$ cat config.mk
export PLATFORM = sky130hd
export DESIGN_NAME = fetch_seq
export DESIGN_NICKNAME = d
export VERILOG_FILES = /design/src/rtl/fetch_seq.sv
export SDC_FILE = /design/constraint.sdc
export NUM_CORES = 1
export LEC_CHECK = 0
export ABC_AREA = 1
export BUFFER_PORTS_ARGS = -buffer_cell sky130_fd_sc_hd__buf_2
export CAP_MARGIN = 40
export CORE_ASPECT_RATIO = 0.5
export CORE_UTILIZATION = 34
export CTS_CLUSTER_DIAMETER = 150
export DETAILED_ROUTE_END_ITERATION = 16
export SLEW_MARGIN = 10
export SYNTH_ARGS = -nofsm -noshare
export SYNTH_HDL_FRONTEND = slang
export SYNTH_SLANG_ARGS = --single-unit
$ cat constraint.sdc
create_clock -name CLK -period 1.05 [get_ports CLK]
set_clock_uncertainty 0.2 [all_clocks]
set_input_delay 0.21 -clock CLK [delete_from_list [all_inputs] [get_ports CLK]]
set_output_delay 0.21 -clock CLK [all_outputs]
set_load 0.01 [all_outputs]
$ cat src/rtl/fetch_seq.sv
// Instruction fetch sequencer: assembles an opcode plus 0-2 little-endian operand
// bytes from program memory, pulses the PC increment per byte, and hands off via valid/ready.
module fetch_seq #(
  parameter int DELAY_RISE = 0,
  parameter int DELAY_FALL = 0
) (
  input  logic        CLK,
  input  logic        RST_bar,
  input  logic [7:0]  MEM_DATA,
  input  logic        MEM_WAIT,
  input  logic        FLUSH,
  input  logic        INSN_READY,
  output logic        PC_INC,
  output logic        INSN_VALID,
  output logic [7:0]  OPCODE,
  output logic [15:0] OPERAND,
  output logic [1:0]  STATE
);

  localparam int unsigned OPW = 8;
  localparam int unsigned ARGW = 16;

  // Propagation delays are a simulation-model notion; this model is zero-delay.
  if (DELAY_RISE < 0 || DELAY_FALL < 0) begin : g_bad_delay
    $error("fetch_seq: DELAY_RISE/DELAY_FALL must be non-negative");
  end

  typedef enum logic [1:0] {
    FETCH_OP = 2'd0,
    FETCH_LO = 2'd1,
    FETCH_HI = 2'd2,
    VALID    = 2'd3
  } state_e;

  state_e            state_q, state_d;
  logic [OPW-1:0]    opcode_q, opcode_d;
  logic [ARGW-1:0]   operand_q, operand_d;
  logic              insn_valid_q;
  logic              byte_take;

  // Next-state and latch decisions; FLUSH wins over waits and handshake.
  always_comb begin
    state_d   = state_q;
    opcode_d  = opcode_q;
    operand_d = operand_q;
    byte_take = 1'b0;
    if (FLUSH) begin
      state_d = FETCH_OP;
    end else begin
      case (state_q)
        FETCH_OP: begin
          if (!MEM_WAIT) begin
            byte_take = 1'b1;
            opcode_d  = MEM_DATA;
            state_d   = (MEM_DATA[7:6] == 2'b00) ? VALID : FETCH_LO;
          end
        end
        FETCH_LO: begin
          if (!MEM_WAIT) begin
            byte_take = 1'b1;
            operand_d = {8'h00, MEM_DATA};
            state_d   = (opcode_q[7:6] == 2'b01) ? VALID : FETCH_HI;
          end
        end
        FETCH_HI: begin
          if (!MEM_WAIT) begin
            byte_take = 1'b1;
            operand_d = {MEM_DATA, operand_q[7:0]};
            state_d   = VALID;
          end
        end
        VALID: begin
          if (INSN_READY) begin
            state_d = FETCH_OP;
          end
        end
        default: state_d = FETCH_OP;
      endcase
    end
  end

  always_ff @(posedge CLK) begin
    if (!RST_bar) begin
      state_q      <= FETCH_OP;
      opcode_q     <= '0;
      operand_q    <= '0;
      insn_valid_q <= 1'b0;
    end else begin
      state_q      <= state_d;
      opcode_q     <= opcode_d;
      operand_q    <= operand_d;
      insn_valid_q <= (state_d == VALID);
    end
  end

  // Increment must settle before the edge that latches the byte.
  assign PC_INC     = RST_bar & byte_take;
  assign INSN_VALID = insn_valid_q;
  assign OPCODE     = opcode_q;
  assign OPERAND    = operand_q;
  assign STATE      = state_q;

endmodule

; ---- After elaboration in Yosys (flattened, before gate mapping)
; Index checks and enable logic that the tools add are counted.
[word_totals]
ff_bits = 27
[classes]
bitwise_logic = 4
n_reduce_logical = 7
mux = 14
n_eq_ne = 7
[ops]
columns = op, count
row1 = two-way mux 16 bit, 2
row2 = one-hot mux 16 bit (2 select lines), 1
row3 = two-way mux 2 bit, 6
row4 = one-hot mux 2 bit (4 select lines), 1
row5 = AND reduction 4 bit, 2
row6 = "== test 2 bit, second input constant", 3
row7 = "== test 2 x 1 -> 1 bit, second input constant", 2
row8 = logical NOT 2 bit, 2
row9 = two-way mux 1 bit, 4
row10 = "inequality test 2 bit, second input constant", 2
row11 = NOT 1 bit, 3
row12 = AND reduction 3 bit, 1
row13 = OR reduction 3 bit, 1
row14 = nonzero test 2 bit, 1
row15 = AND 1 bit, 1

; ---- Depth between registers and ports, before layout
[depth]
word_depth = 6
mapped_depth = 6

; ---- Least setup slack after synthesis
; No wires, ideal clock.
[synth_path]
path_type = register to register
from = reg state_q[1], in the netlist STATE[1]
to = reg operand_q[10], in the netlist OPERAND[10]
arrival_ps = 924
slack_ps = -207
setup_ps = 132
path_stages_with_launch = 5
path_cell_list = dfxtp_1 > nor2_1 > nand3b_1 > nand2_1 > a21oi_1
[synth_between]
elab_chain_cells = 3
word_cells_on_any_way = 7
classes_between = eq/ne (4) / mux (1) / reduce/logical (2)
[synth_lines]
columns = element, line_no
row1 = from (decl), 35  ; state_e state_q, state_d;
row2 = from (signal assigned), 89  ; state_q <= state_d;
row3 = == test 2 x 1 -> 1 bit / == test 2 bit (equally long branches), 50  ; case (state_q)
row4 = inequality test 2 bit (no line) / nonzero test 2 bit (equally long branches), --
row5 = AND reduction 4 bit (no line), --
row6 = to (signal assigned), 91  ; operand_q <= operand_d;
row7 = to (decl), 37  ; logic [ARGW-1:0] operand_q, operand_d;
; Several ways; a longest one is shown, not always the timed one.
; A chain may end at the register's enable or synchronous reset.

; ---- Worst setup path after layout
[layout_path]
from = reg state_q[1], in the netlist STATE[1]
to = reg opcode_q[1], in the netlist OPCODE[1]
[layout_between]
elab_chain_cells = 2
[layout_lines]
columns = element, line_no
row1 = logical NOT 2 bit, 50
row2 = AND reduction 3 bit (no line), --
row3 = to (signal assigned), 90  ; opcode_q <= opcode_d;
row4 = to (decl), 36  ; logic [OPW-1:0] opcode_q, opcode_d;
; Every way passes these cells.

==> impl_metrics.yaml <==
status:
  status: "finished, violations left"
  violations: "negative setup slack"
cts:
  cts_max_level: 1
  cts_tree: "yes"
  clock-sinks: 27
  clk_pin_slew_worst_paths_ps: 100
  cts_made_buffers: 3
  insertion_delay_ps: 280
  ctsLongestPathBuffers: 2
  cts_root_buf: "clkbuf_8"
power_and_ir_drop:
  ir_drop_v: 0.000558
  cellLeakagePower_nw: 0.883
  p_per_area_nw_per_um2: 1110
logic_synthesis:
  ys_ff_latch: 27
  yosys_warnings: 0
  synth_edf_count: 0
  netlist_area_um2: 1020
  ys.flop_type: "dfxtp_1"
  yosysSeqAreaShare: 0.530
  synth_area_per_cell_um2: 7.55
  synth_cells: 135
  synth_nets: 148
  ys_types: 16
  async_reset_ff_frac: 0
final_layout:
  fill_cells: 206
  fin_area_um2: 1910
  drive_gt1_frac: 0.663
  num_antenna_cells: 0
  final_util: 0.704
  area.growth.synth_to_final_pct: 87.6
  final_nets: 219
sta:
  setup_ws_ps: -373
  post-route-period-util: 1.35
  drv_slew: 0
  finalCriticalPeriod_ps: 1420
  timing.hold.ws_ps: 8.88
  worst_pin_slew_ps: 283
  slew_headroom: 0.811
  fmax_mhz: 703
  hold_viol: 0
  finalSetupViolCount: 55
  rsz0062_at_grt: "true"
floorplan:
  chipHeight_um: 40.7
  die-area_um2: 3240
  die_x_um: 79.5
  rows: 13
  coreArea_um2: 2720
  io-pin-count: 41
  start_util: 0.375
drt:
  wl_per_cell_um: 13.4
  first_pass_iters: 4
  drc: 0
  drt-total-wl_mm: 3.25
  drt_iter0_drc: 69
  antenna_left: 0
  vias_per_cell: 4.79
  vias: 1158
place:
  dpl_cell_area_um2: 1360
  routabilityCongestion: 0.787
  io_buffers: 40
  hpwl_mm: 1.86
worst_setup_path:
  critPathCaptureType: "flip-flop"
  reg2reg_slack_ps: -370
  critical_path_class: "reg2reg"
  crit_top_cell: "buf_6"
  slowest_delay_ps: 370
  reg2reg_to: "OPCODE[1]$_SDFFE_PN0P_"
  r2r_cells: 6
  path_cells: "buf_6 > nor2_4 > buf_6 > nand2_2 > o21ai_2 > nor2_1"
  cp_slowest_cell: "dfxtp_4"
  cp_max_fo: 4
  timing.rr.start: "STATE[1]$_SDFF_PN0_"
  critPathArrivalTime_ps: 1400
  crit_required_ps: 1030
  setup.worst_path.start_class: "flip-flop"
global_routing:
  grt_pass1_wl_mm: 4.57
  grt_usage: 0.196
  grt-ovfl-total: 0
  antenna_found_initial: 0
  grt_pass1_vias: 981
  grt_max_degree: 17
hold_path:
  holdPathStages: 3
  min_from: "MEM_DATA[3]"
  min_path_type: "in2reg"
  min_to: "OPERAND[11]$_SDFFE_PN0P_"
job:
  drv_cap: 0
-- layout by cell type, fill, tap and decap left out, types with 7 or more instances in the layout --
cell type	instances
buf_6	32
nor2_1	24
dfxtp_2	23
buf_4	18
nand2_1	17
buf_2	14
o21ai_2	10
inv_1	9
a21oi_2	7
a21oi_1	7
-- sequential cells by signal, indices dropped and copies added, names as in the netlist --
| signal | count |
|---|---|
| OPERAND | 16 |
| STATE | 2 |
| OPCODE | 8 |
| INSN_VALID | 1 |
-- synthesized netlist by cell type (2+ instances only) --
library cell | count | area, um2
nand2_1 | 22 | 82.6
nand3_1 | 2 | 10.0
nor2_4 | 2 | 22.5
clkbuf_1 | 2 | 7.51
nand2_2 | 3 | 18.8
inv_1 | 12 | 45.0
dfxtp_1 | 27 | 541
nor2_1 | 28 | 105
o21ai_0 | 17 | 85.1
a21oi_1 | 14 | 70.1
-- layout make-up --
cell class,count,area (um2),share of cell area
clock buffer,3,41.3,0.0216
clock inverter,1,6.26,0.00327
inverter,14,72.6,0.0379
multi-input combinational,93,572,0.299
sequential,27,581,0.303
tap,37,46.3,0.0242
timing repair buffer,66,586,0.306
timing repair inverter,1,8.76,0.00458
-- cell families after synthesis --
group / share of synthesized area
compound gates: 0.157
buf+inv: 0.0601
flops: 0.530
simple gates: 0.253
-- layer usage --
| layer | vias to the layer above | GRT usage | wire length [um] |
|---|---|---|---|
| li1 | 575 | - | - |
| met1 | 539 | 0.243 | 1420 |
| met2 | 38 | 0.357 | 1640 |
| met3 | 6 | 0.0511 | 142 |
| met4 | 0 | 0.0409 | 45 |
| met5 | - | 0 | 0 |
-- metrics by stage --
stage                     setup WS [ps]  total power, mW  std cells  TNS, ps
after CTS                          -342             2.07        236   -10660
after floorplan                    -104             1.23        135    -1910
after global routing               -432             2.21        242   -13260
after global placement             -221             1.36        221    -4560
final                              -373             2.13        242   -11050
after detailed placement           -246             1.36        221    -5390
-- how the worst max path moves through the flow --
stage / depth (start not counted) / to / slack (ps) / from
after floorplan: 4 / OPERAND[10]$_SDFFE_PN0P_ / -100 / STATE[0]$_SDFF_PN0_
after global placement: 5 / PC_INC / -220 / FLUSH
after detailed placement: 6 / OPCODE[7]$_SDFFE_PN0P_ / -250 / FLUSH
after CTS: 4 / PC_INC / -340 / STATE[1]$_SDFF_PN0_
after global routing: 6 / OPERAND[9]$_SDFFE_PN0P_ / -430 / STATE[1]$_SDFF_PN0_
final: 6 / OPCODE[1]$_SDFFE_PN0P_ / -370 / STATE[1]$_SDFF_PN0_
-- worst max-delay path, delay by kind of cell, from the launching register on --
| kind | cells | cell delay, ps |
|---|---|---|
| compound gates | 1 | 170 |
| buf+inv | 2 | 250 |
| flops | 1 | 370 |
| simple gates | 3 | 320 |
-- what timing repair did --
item                                    4_1_cts  5_1_grt
hold buffers                                  2        0
resized for setup                            69       32
cloned                                        2        0
endpoints found under the setup margin       55       55
setup buffers                                 7        6
endpoints found under the hold margin         2        0
pin swaps                                     1        8
-- report_power, final --
group | leakage (nW) | switching (mW) | internal (mW)
clock | 0.0260 | 0.354 | 0.272
combinational | 0.624 | 0.208 | 0.201
sequential | 0.232 | 0.0335 | 1.06
No activity file was read; power rests on OpenSTA's default activity.
